## config.mk

```make
export PLATFORM = sky130hd
export DESIGN_NAME = fdiv_iter
export DESIGN_NICKNAME = d
export VERILOG_FILES = /design/src/rtl/fdiv_pkg.sv /design/src/rtl/fdiv_round.sv /design/src/rtl/fdiv_iter.sv
export SDC_FILE = /design/constraint.sdc
export NUM_CORES = 1
export LEC_CHECK = 0
export ABC_AREA = 1
export BUFFER_PORTS_ARGS = -buffer_cell sky130_fd_sc_hd__buf_2
export CORE_UTILIZATION = 37
export DETAILED_ROUTE_END_ITERATION = 10
export GPL_ROUTABILITY_DRIVEN = 0
export SYNTH_ARGS = -nofsm -noshare
export SYNTH_HDL_FRONTEND = slang
export SYNTH_SLANG_ARGS = --single-unit
```

## constraint.sdc

```tcl
create_clock -name clk -period 6.2 [get_ports clk]
set_input_delay 0.62 -clock clk [delete_from_list [all_inputs] [get_ports clk]]
set_output_delay 0.62 -clock clk [all_outputs]
set_load 0.05 [all_outputs]
```

## src/rtl/fdiv_pkg.sv

```systemverilog
// Shared types and constants for the iterative floating-point divider.
package fdiv_pkg;

  // Controller states
  typedef enum logic [2:0] {
    StIdle,
    StPrep,
    StDiv,
    StRound,
    StDone
  } fdiv_state_e;

  // Bit positions inside the 4-bit flags vector {invalid, div_by_zero, overflow, underflow}
  localparam int unsigned NumFlags      = 4;
  localparam int unsigned FlagInvalid   = 3;
  localparam int unsigned FlagDivByZero = 2;
  localparam int unsigned FlagOverflow  = 1;
  localparam int unsigned FlagUnderflow = 0;

  // Field constants for the special encodings; replicated to the field width at use
  localparam logic QnanSign   = 1'b0;  // canonical qNaN is positive
  localparam logic QnanManMsb = 1'b1;  // quiet bit, remaining mantissa bits zero
  localparam logic InfExpBit  = 1'b1;  // inf/NaN exponent is all ones
  localparam logic InfManBit  = 1'b0;  // inf mantissa is all zeros

endpackage

```

## src/rtl/fdiv_round.sv

```systemverilog
// Normalise, round-to-nearest-even and range check of the raw restoring-division quotient.
// quot_i carries one integer bit and MAN_W+2 fraction bits; exp_i is the signed biased exponent.
module fdiv_round #(
  parameter int unsigned EXP_W = 8,
  parameter int unsigned MAN_W = 23
) (
  input  logic signed [EXP_W+1:0] exp_i,
  input  logic        [MAN_W+2:0] quot_i,
  input  logic                    sticky_i,
  output logic        [EXP_W-1:0] exp_o,
  output logic        [MAN_W-1:0] man_o,
  output logic                    overflow_o,
  output logic                    underflow_o
);

  localparam logic signed [EXP_W+1:0] ExpOne  = {{(EXP_W+1){1'b0}}, 1'b1};
  localparam logic signed [EXP_W+1:0] ExpZero = '0;
  localparam logic signed [EXP_W+1:0] ExpInf  = {2'b00, {EXP_W{1'b1}}};

  logic        [MAN_W:0]   sig;
  logic                    guard;
  logic                    sticky;
  logic                    round_up;
  logic        [MAN_W+1:0] sig_rnd;
  logic signed [EXP_W+1:0] exp_norm;
  logic signed [EXP_W+1:0] exp_fin;

  // Quotient of two [1,2) significands lies in (0.5,2): shift left once when below 1
  always_comb begin
    if (quot_i[MAN_W+2]) begin
      sig      = quot_i[MAN_W+2:2];
      guard    = quot_i[1];
      sticky   = quot_i[0] | sticky_i;
      exp_norm = exp_i;
    end else begin
      sig      = quot_i[MAN_W+1:1];
      guard    = quot_i[0];
      sticky   = sticky_i;
      exp_norm = exp_i - ExpOne;
    end
  end

  // RNE increment; a carry out of the hidden bit renormalises to 1.0 with e+1
  always_comb begin
    round_up = guard & (sticky | sig[0]);
    sig_rnd  = {1'b0, sig} + {{(MAN_W+1){1'b0}}, round_up};
    if (sig_rnd[MAN_W+1]) begin
      exp_fin = exp_norm + ExpOne;
      man_o   = sig_rnd[MAN_W:1];
    end else begin
      exp_fin = exp_norm;
      man_o   = sig_rnd[MAN_W-1:0];
    end
  end

  // Out-of-range exponents saturate to inf or flush to zero in the caller
  always_comb begin
    overflow_o  = exp_fin >= ExpInf;
    underflow_o = exp_fin <= ExpZero;
    exp_o       = exp_fin[EXP_W-1:0];
  end

endmodule

```

## src/rtl/fdiv_iter.sv

```systemverilog
// Iterative IEEE-style divider, one quotient bit per cycle, RNE, no subnormal support.
// Define FDIV_FLAGS_EN to add the registered flags output {invalid, div_by_zero,
// overflow, underflow}.
module fdiv_iter
  import fdiv_pkg::*;
#(
  parameter int unsigned EXP_W = 8,
  parameter int unsigned MAN_W = 23,
  localparam int unsigned W = 1 + EXP_W + MAN_W
) (
  input  logic         clk,
  input  logic         rst,
  input  logic         in_valid,
  output logic         in_ready,
  input  logic [W-1:0] x1,
  input  logic [W-1:0] x2,
  output logic         out_valid,
  input  logic         out_ready,
  output logic [W-1:0] y
`ifdef FDIV_FLAGS_EN
  ,
  output logic [NumFlags-1:0] flags
`endif
);

  localparam int unsigned        CntW     = $clog2(MAN_W + 3);
  localparam logic [CntW-1:0]    CntLast  = CntW'(MAN_W + 2);
  localparam logic [CntW-1:0]    CntOne   = {{(CntW-1){1'b0}}, 1'b1};
  localparam logic [EXP_W+1:0]   Bias     = {3'b000, {(EXP_W-1){1'b1}}};
  localparam logic [W-1:0]       QnanWord = {QnanSign, {EXP_W{InfExpBit}}, QnanManMsb,
                                             {(MAN_W-1){1'b0}}};

  fdiv_state_e             state_q, state_d;
  logic        [W-1:0]     x1_q, x1_d, x2_q, x2_d;
  logic        [W-1:0]     y_q, y_d;
  logic                    sign_q, sign_d;
  logic signed [EXP_W+1:0] exp_q, exp_d;
  logic        [MAN_W:0]   div_q, div_d;
  logic        [MAN_W+1:0] rem_q, rem_d;
  logic        [MAN_W+2:0] quot_q, quot_d;
  logic        [CntW-1:0]  cnt_q, cnt_d;
`ifdef FDIV_FLAGS_EN
  logic [NumFlags-1:0]     flags_q, flags_d;
  logic                    spec_inv, spec_dbz;
`endif

  logic [EXP_W-1:0] e1, e2;
  logic [MAN_W-1:0] m1, m2;
  logic             sign_res;
  logic             zero1, zero2, inf1, inf2, nan1, nan2;
  logic             special;
  logic [W-1:0]     spec_y;
  logic             rem_ge;
  logic [MAN_W+1:0] rem_keep;
  logic [EXP_W-1:0] rnd_exp;
  logic [MAN_W-1:0] rnd_man;
  logic             rnd_ovf, rnd_unf;
  logic [W-1:0]     norm_y;

  assign in_ready  = (state_q == StIdle);
  assign out_valid = (state_q == StDone);
  assign y         = y_q;
`ifdef FDIV_FLAGS_EN
  assign flags     = flags_q;
`endif

  // Unpack captured operands; a zero exponent field (zero or subnormal) counts as zero
  always_comb begin
    e1       = x1_q[W-2:MAN_W];
    e2       = x2_q[W-2:MAN_W];
    m1       = x1_q[MAN_W-1:0];
    m2       = x2_q[MAN_W-1:0];
    sign_res = x1_q[W-1] ^ x2_q[W-1];
    zero1    = (e1 == '0);
    zero2    = (e2 == '0);
    inf1     = (&e1) && (m1 == '0);
    inf2     = (&e2) && (m2 == '0);
    nan1     = (&e1) && (m1 != '0);
    nan2     = (&e2) && (m2 != '0);
  end

  // Special-operand result, priority: NaN/invalid, inf dividend, zero divisor, zero result
  always_comb begin
    special = 1'b1;
    spec_y  = '0;
`ifdef FDIV_FLAGS_EN
    spec_inv = 1'b0;
    spec_dbz = 1'b0;
`endif
    if (nan1 || nan2 || (zero1 && zero2) || (inf1 && inf2)) begin
      spec_y = QnanWord;
`ifdef FDIV_FLAGS_EN
      spec_inv = 1'b1;
`endif
    end else if (inf1) begin
      spec_y = {sign_res, {EXP_W{InfExpBit}}, {MAN_W{InfManBit}}};
    end else if (zero2) begin
      spec_y = {sign_res, {EXP_W{InfExpBit}}, {MAN_W{InfManBit}}};
`ifdef FDIV_FLAGS_EN
      spec_dbz = 1'b1;
`endif
    end else if (inf2 || zero1) begin
      spec_y = {sign_res, {(W-1){1'b0}}};
    end else begin
      special = 1'b0;
    end
  end

  // One restoring-division step: subtract the divisor when it fits, then shift
  always_comb begin
    rem_ge   = rem_q >= {1'b0, div_q};
    rem_keep = rem_ge ? (rem_q - {1'b0, div_q}) : rem_q;
  end

  fdiv_round #(
    .EXP_W (EXP_W),
    .MAN_W (MAN_W)
  ) u_round (
    .exp_i       (exp_q),
    .quot_i      (quot_q),
    .sticky_i    (|rem_q),
    .exp_o       (rnd_exp),
    .man_o       (rnd_man),
    .overflow_o  (rnd_ovf),
    .underflow_o (rnd_unf)
  );

  // Pack the rounded result, saturating to signed inf or flushing to signed zero
  always_comb begin
    if (rnd_ovf) begin
      norm_y = {sign_q, {EXP_W{InfExpBit}}, {MAN_W{InfManBit}}};
    end else if (rnd_unf) begin
      norm_y = {sign_q, {(W-1){1'b0}}};
    end else begin
      norm_y = {sign_q, rnd_exp, rnd_man};
    end
  end

  // Controller next state and datapath updates
  always_comb begin
    state_d = state_q;
    x1_d    = x1_q;
    x2_d    = x2_q;
    y_d     = y_q;
    sign_d  = sign_q;
    exp_d   = exp_q;
    div_d   = div_q;
    rem_d   = rem_q;
    quot_d  = quot_q;
    cnt_d   = cnt_q;
`ifdef FDIV_FLAGS_EN
    flags_d = flags_q;
`endif
    unique case (state_q)
      StIdle: begin
        if (in_valid) begin
          x1_d    = x1;
          x2_d    = x2;
          state_d = StPrep;
        end
      end
      StPrep: begin
        sign_d = sign_res;
        if (special) begin
          y_d     = spec_y;
          state_d = StDone;
`ifdef FDIV_FLAGS_EN
          flags_d                = '0;
          flags_d[FlagInvalid]   = spec_inv;
          flags_d[FlagDivByZero] = spec_dbz;
`endif
        end else begin
          exp_d   = {2'b00, e1} - {2'b00, e2} + Bias;
          div_d   = {1'b1, m2};
          rem_d   = {2'b01, m1};
          quot_d  = '0;
          cnt_d   = '0;
          state_d = StDiv;
        end
      end
      StDiv: begin
        rem_d  = {rem_keep[MAN_W:0], 1'b0};
        quot_d = {quot_q[MAN_W+1:0], rem_ge};
        cnt_d  = cnt_q + CntOne;
        if (cnt_q == CntLast) begin
          state_d = StRound;
        end
      end
      StRound: begin
        y_d     = norm_y;
        state_d = StDone;
`ifdef FDIV_FLAGS_EN
        flags_d                = '0;
        flags_d[FlagOverflow]  = rnd_ovf;
        flags_d[FlagUnderflow] = rnd_unf;
`endif
      end
      StDone: begin
        if (out_ready) begin
          state_d = StIdle;
        end
      end
      default: state_d = StIdle;
    endcase
  end

  // State registers; synchronous reset aborts any division in flight
  always_ff @(posedge clk) begin
    if (rst) begin
      state_q <= StIdle;
      x1_q    <= '0;
      x2_q    <= '0;
      y_q     <= '0;
      sign_q  <= 1'b0;
      exp_q   <= '0;
      div_q   <= '0;
      rem_q   <= '0;
      quot_q  <= '0;
      cnt_q   <= '0;
`ifdef FDIV_FLAGS_EN
      flags_q <= '0;
`endif
    end else begin
      state_q <= state_d;
      x1_q    <= x1_d;
      x2_q    <= x2_d;
      y_q     <= y_d;
      sign_q  <= sign_d;
      exp_q   <= exp_d;
      div_q   <= div_d;
      rem_q   <= rem_d;
      quot_q  <= quot_d;
      cnt_q   <= cnt_d;
`ifdef FDIV_FLAGS_EN
      flags_q <= flags_d;
`endif
    end
  end

endmodule
```

==> run metrics <==
GRT Total Usage=19.8%; Final Max Tran Viols=0; grt total ovfl=0; critical path class=register to register; asr flop ratio synth=0%; final setup vio count=0; hpwl dp=~22000 um; R2R setup slack=about 2.5 ns; Place WS=roughly 2.6 ns; most frequent cells in the layout=nand2_1, a21oi_1, inv_1; crit path capture type=register; clk slew on worst S/H paths=approximately 0.080 ns; IO Count=roughly 100; Arr. time, crit path=4.00 ns; post-CTS setup buffers=0; Clock Power Share=a little under a fifth; CP Launch Type=register; status=finished clean; switch share=approximately 48%; final period utilization=approximately three fifths; initial drt markers=about 730; Area growth syn-to-layout=11.2%; via count=~11000; RSZ-0062 raised after global routing=false; Worst IR Drop VDD=about 260 uV; CP max-delay cell=buf_4; class of the worst hold path=primary input to register; Worst-Skew Late Latency=0.45 ns; Cell Rows=63; Yosys cell types=50; cells after synthesis=around 1700; initial antenna violation count=0; first-pass GRT wire length=between 50000 and 60000 um; relative slew slack=roughly a third; synth top area cells=dfxtp_1, nand2_1, a21oi_1; Mean Syn Cell Area=between 6 and 7 sq um; clock sinks=190; number of nets in the layout=~1800; Crit path max-delay family=simple AND/OR/NAND/NOR gates; Internal Power=3140 uW; total CTS buffers=17; area fraction of the dominant cell type after synthesis=33.7%; IO Port Bufs=101; Root Driver=clkbuf_16; crit path time final=around 3.7 ns; vias in the first global route=10300; Max-Cap Viols=0; CP Max Fanout=54; drt first pass iters=6; # hold bufs at CTS=0; Post-Synthesis Net Count=~1800; most common cell after layout, fill and taps aside=nand2_1; core area=a little under 30000 sq um; slew of the pin with the lowest slew margin=1.00 ns; chip width=~180 um; Final Core Density=about 42%; pwr dens=478 nW/um^2; static leakage=approximately 0.0054 uW; clk_skew=0.0147 ns; WP buf/inv=3; Post-DRT Antenna Nets=0; Finished Cell Area=roughly 13000 sq um; Comb pwr share=about 55%; Crit path largest cell delay=approximately 0.47 ns; Syn. warnings=0; Total Wirelength=~30000 um; mapped cell area=roughly 11000 sq um; Final TNS setup=0 ns; Post-synth EDFFs=0; Flop pwr share=between 20% and 30%; depth of the CTS H-tree=4; Die ar.=31200 sq um; DR vias/cell=just over 5; dpl cell area=between 10000 and 15000 sq um; Fmax=~270 MHz; starting density of the core=37.9%; Antenna Diode Count=0; critical path cell sequence=buf_4 -> o211ai_1 -> inv_1 -> ha_1 -> nand2_1 -> nor2_1 -> nand2_2 -> nor2_4 -> nand2_1 -> nand2_1 -> clkinv_1 -> nor2_1 -> nand2_1 -> nor2_2 -> nand2_2 -> nand2_2 -> nor2_1 -> nor2_1 -> nor2_1; most used cell, CP=nor2_1; Yosys reg bits=190; Required @ worst endpoint=about 6.5 ns; post-CTS sizing=0; DRC=0; Synth area leader=dfxtp_1; die height=between 150 and 200 um; CTS tree=yes; share of cells above drive strength 1=about 11%; routed wire length per instance=between 10 and 15 um; Min Hold Slack=about 0.45 ns; final worst slack=approximately 2.5 ns; Max Root-Sink Buffers=2; largest net degree at the start of global routing=120; Synth Flop Type=dfxtp_1; Net Sw Power=between 2000 and 3000 uW; share of the yosys chip area belonging to registers=between 30 and 40%; final-report hold violation count=0
## metal layers
| layer | GRT usage [%] | vias up | part of all wire [%] |
|---|---|---|---|
| li1 | - | 5671 | - |
| met2 | 32.3 | 189 | 44 |
| met5 | 0 | - | 0 |
| met4 | 5.57 | 0 | 1.3 |
| met1 | 26.9 | 4924 | 51 |
| met3 | 3.14 | 25 | 3.5 |
## power by group through the flow
stage / Clock (uW) / Combinational, uW / Sequential, uW
4_1_cts: 1140 / 3310 / 1580
5_1_grt: 1190 / 3800 / 1610
3_5_place_dp: 0 / 3290 / 1610
6_report: 1110 / 3310 / 1580
3_3_place_gp: 0 / 3260 / 1600
2_1_floorplan: 0 / 2630 / 1610
## cells by family (layout without fill, tap and decap cells)
kind of cell               after synthesis  count (layout)  share of synthesized area, %
and+or+nand+nor                        667             667                          26.2
xor gates and xnor gates                46              46                          3.57
AOI/OAI and AO/OA                      454             454                          21.5
DFF                                    190             190                          33.7
muxes                                    1               1                        0.0887
buffers and inverters                  284             346                          10.4
adders and majority gates               40              40                          4.57
## state kept, by name (all words and copies together), names as in the netlist
signal   cells
quot_q      26
div_q       24
exp_q       10
x1_q        32
y           32
state_q      3
x2_q        32
sign_q       1
rem_q       25
cnt_q        5
## per-stage QoR
| step | cells | total power [uW] |
|---|---|---|
| after global placement | 2102 | 4870 |
| after floorplan | 1682 | 4240 |
| after global routing | 2134 | 6600 |
| after detailed placement | 2102 | 4900 |
| final | 2134 | 6000 |
| after CTS | 2134 | 6030 |
## path summary, 6_finish.rpt
check / start / end / cells past startpoint
max: quot_q[25] / y[28] / 19
min: x1[11] / x1_q[11] / 3
max reg2reg: quot_q[25] / y[28] / 19
min reg2reg: y[11] / y[11] / 2
## cell type report
type | instances | area [sq um]
timing repair buffer | 109 | 566
clock buffer | 19 | 443
sequential | 190 | 3800
inverter | 205 | 769
tap | 390 | 488
multi-input combinational | 1208 | 6330
clock inverter | 13 | 145
fill | 3187 | 17300
## synthesized netlist by cell type (all sizes together) (20+ instances only)
master	number
a21oi	233
buf	20
clkbuf	59
dfxtp	190
ha	38
inv	203
nand2	361
nand3	74
nand4	53
nor2	146
o21ai	178
xor2	27
## worst reg2reg max path, stage by stage, from the launching register on
cell      delay, ns
dfxtp_2        0.45
buf_4          0.47
o211ai_1       0.25
inv_1          0.12
ha_1           0.20
nand2_1        0.09
nor2_1         0.22
nand2_2        0.15
nor2_4         0.33
nand2_1        0.10
nand2_1        0.12
clkinv_1       0.07
nor2_1         0.08
nand2_1        0.07
nor2_2         0.09
nand2_2        0.26
nand2_2        0.23
nor2_1         0.07
nor2_1         0.11
nor2_1         0.05
Power figures use the tool's default switching activity.
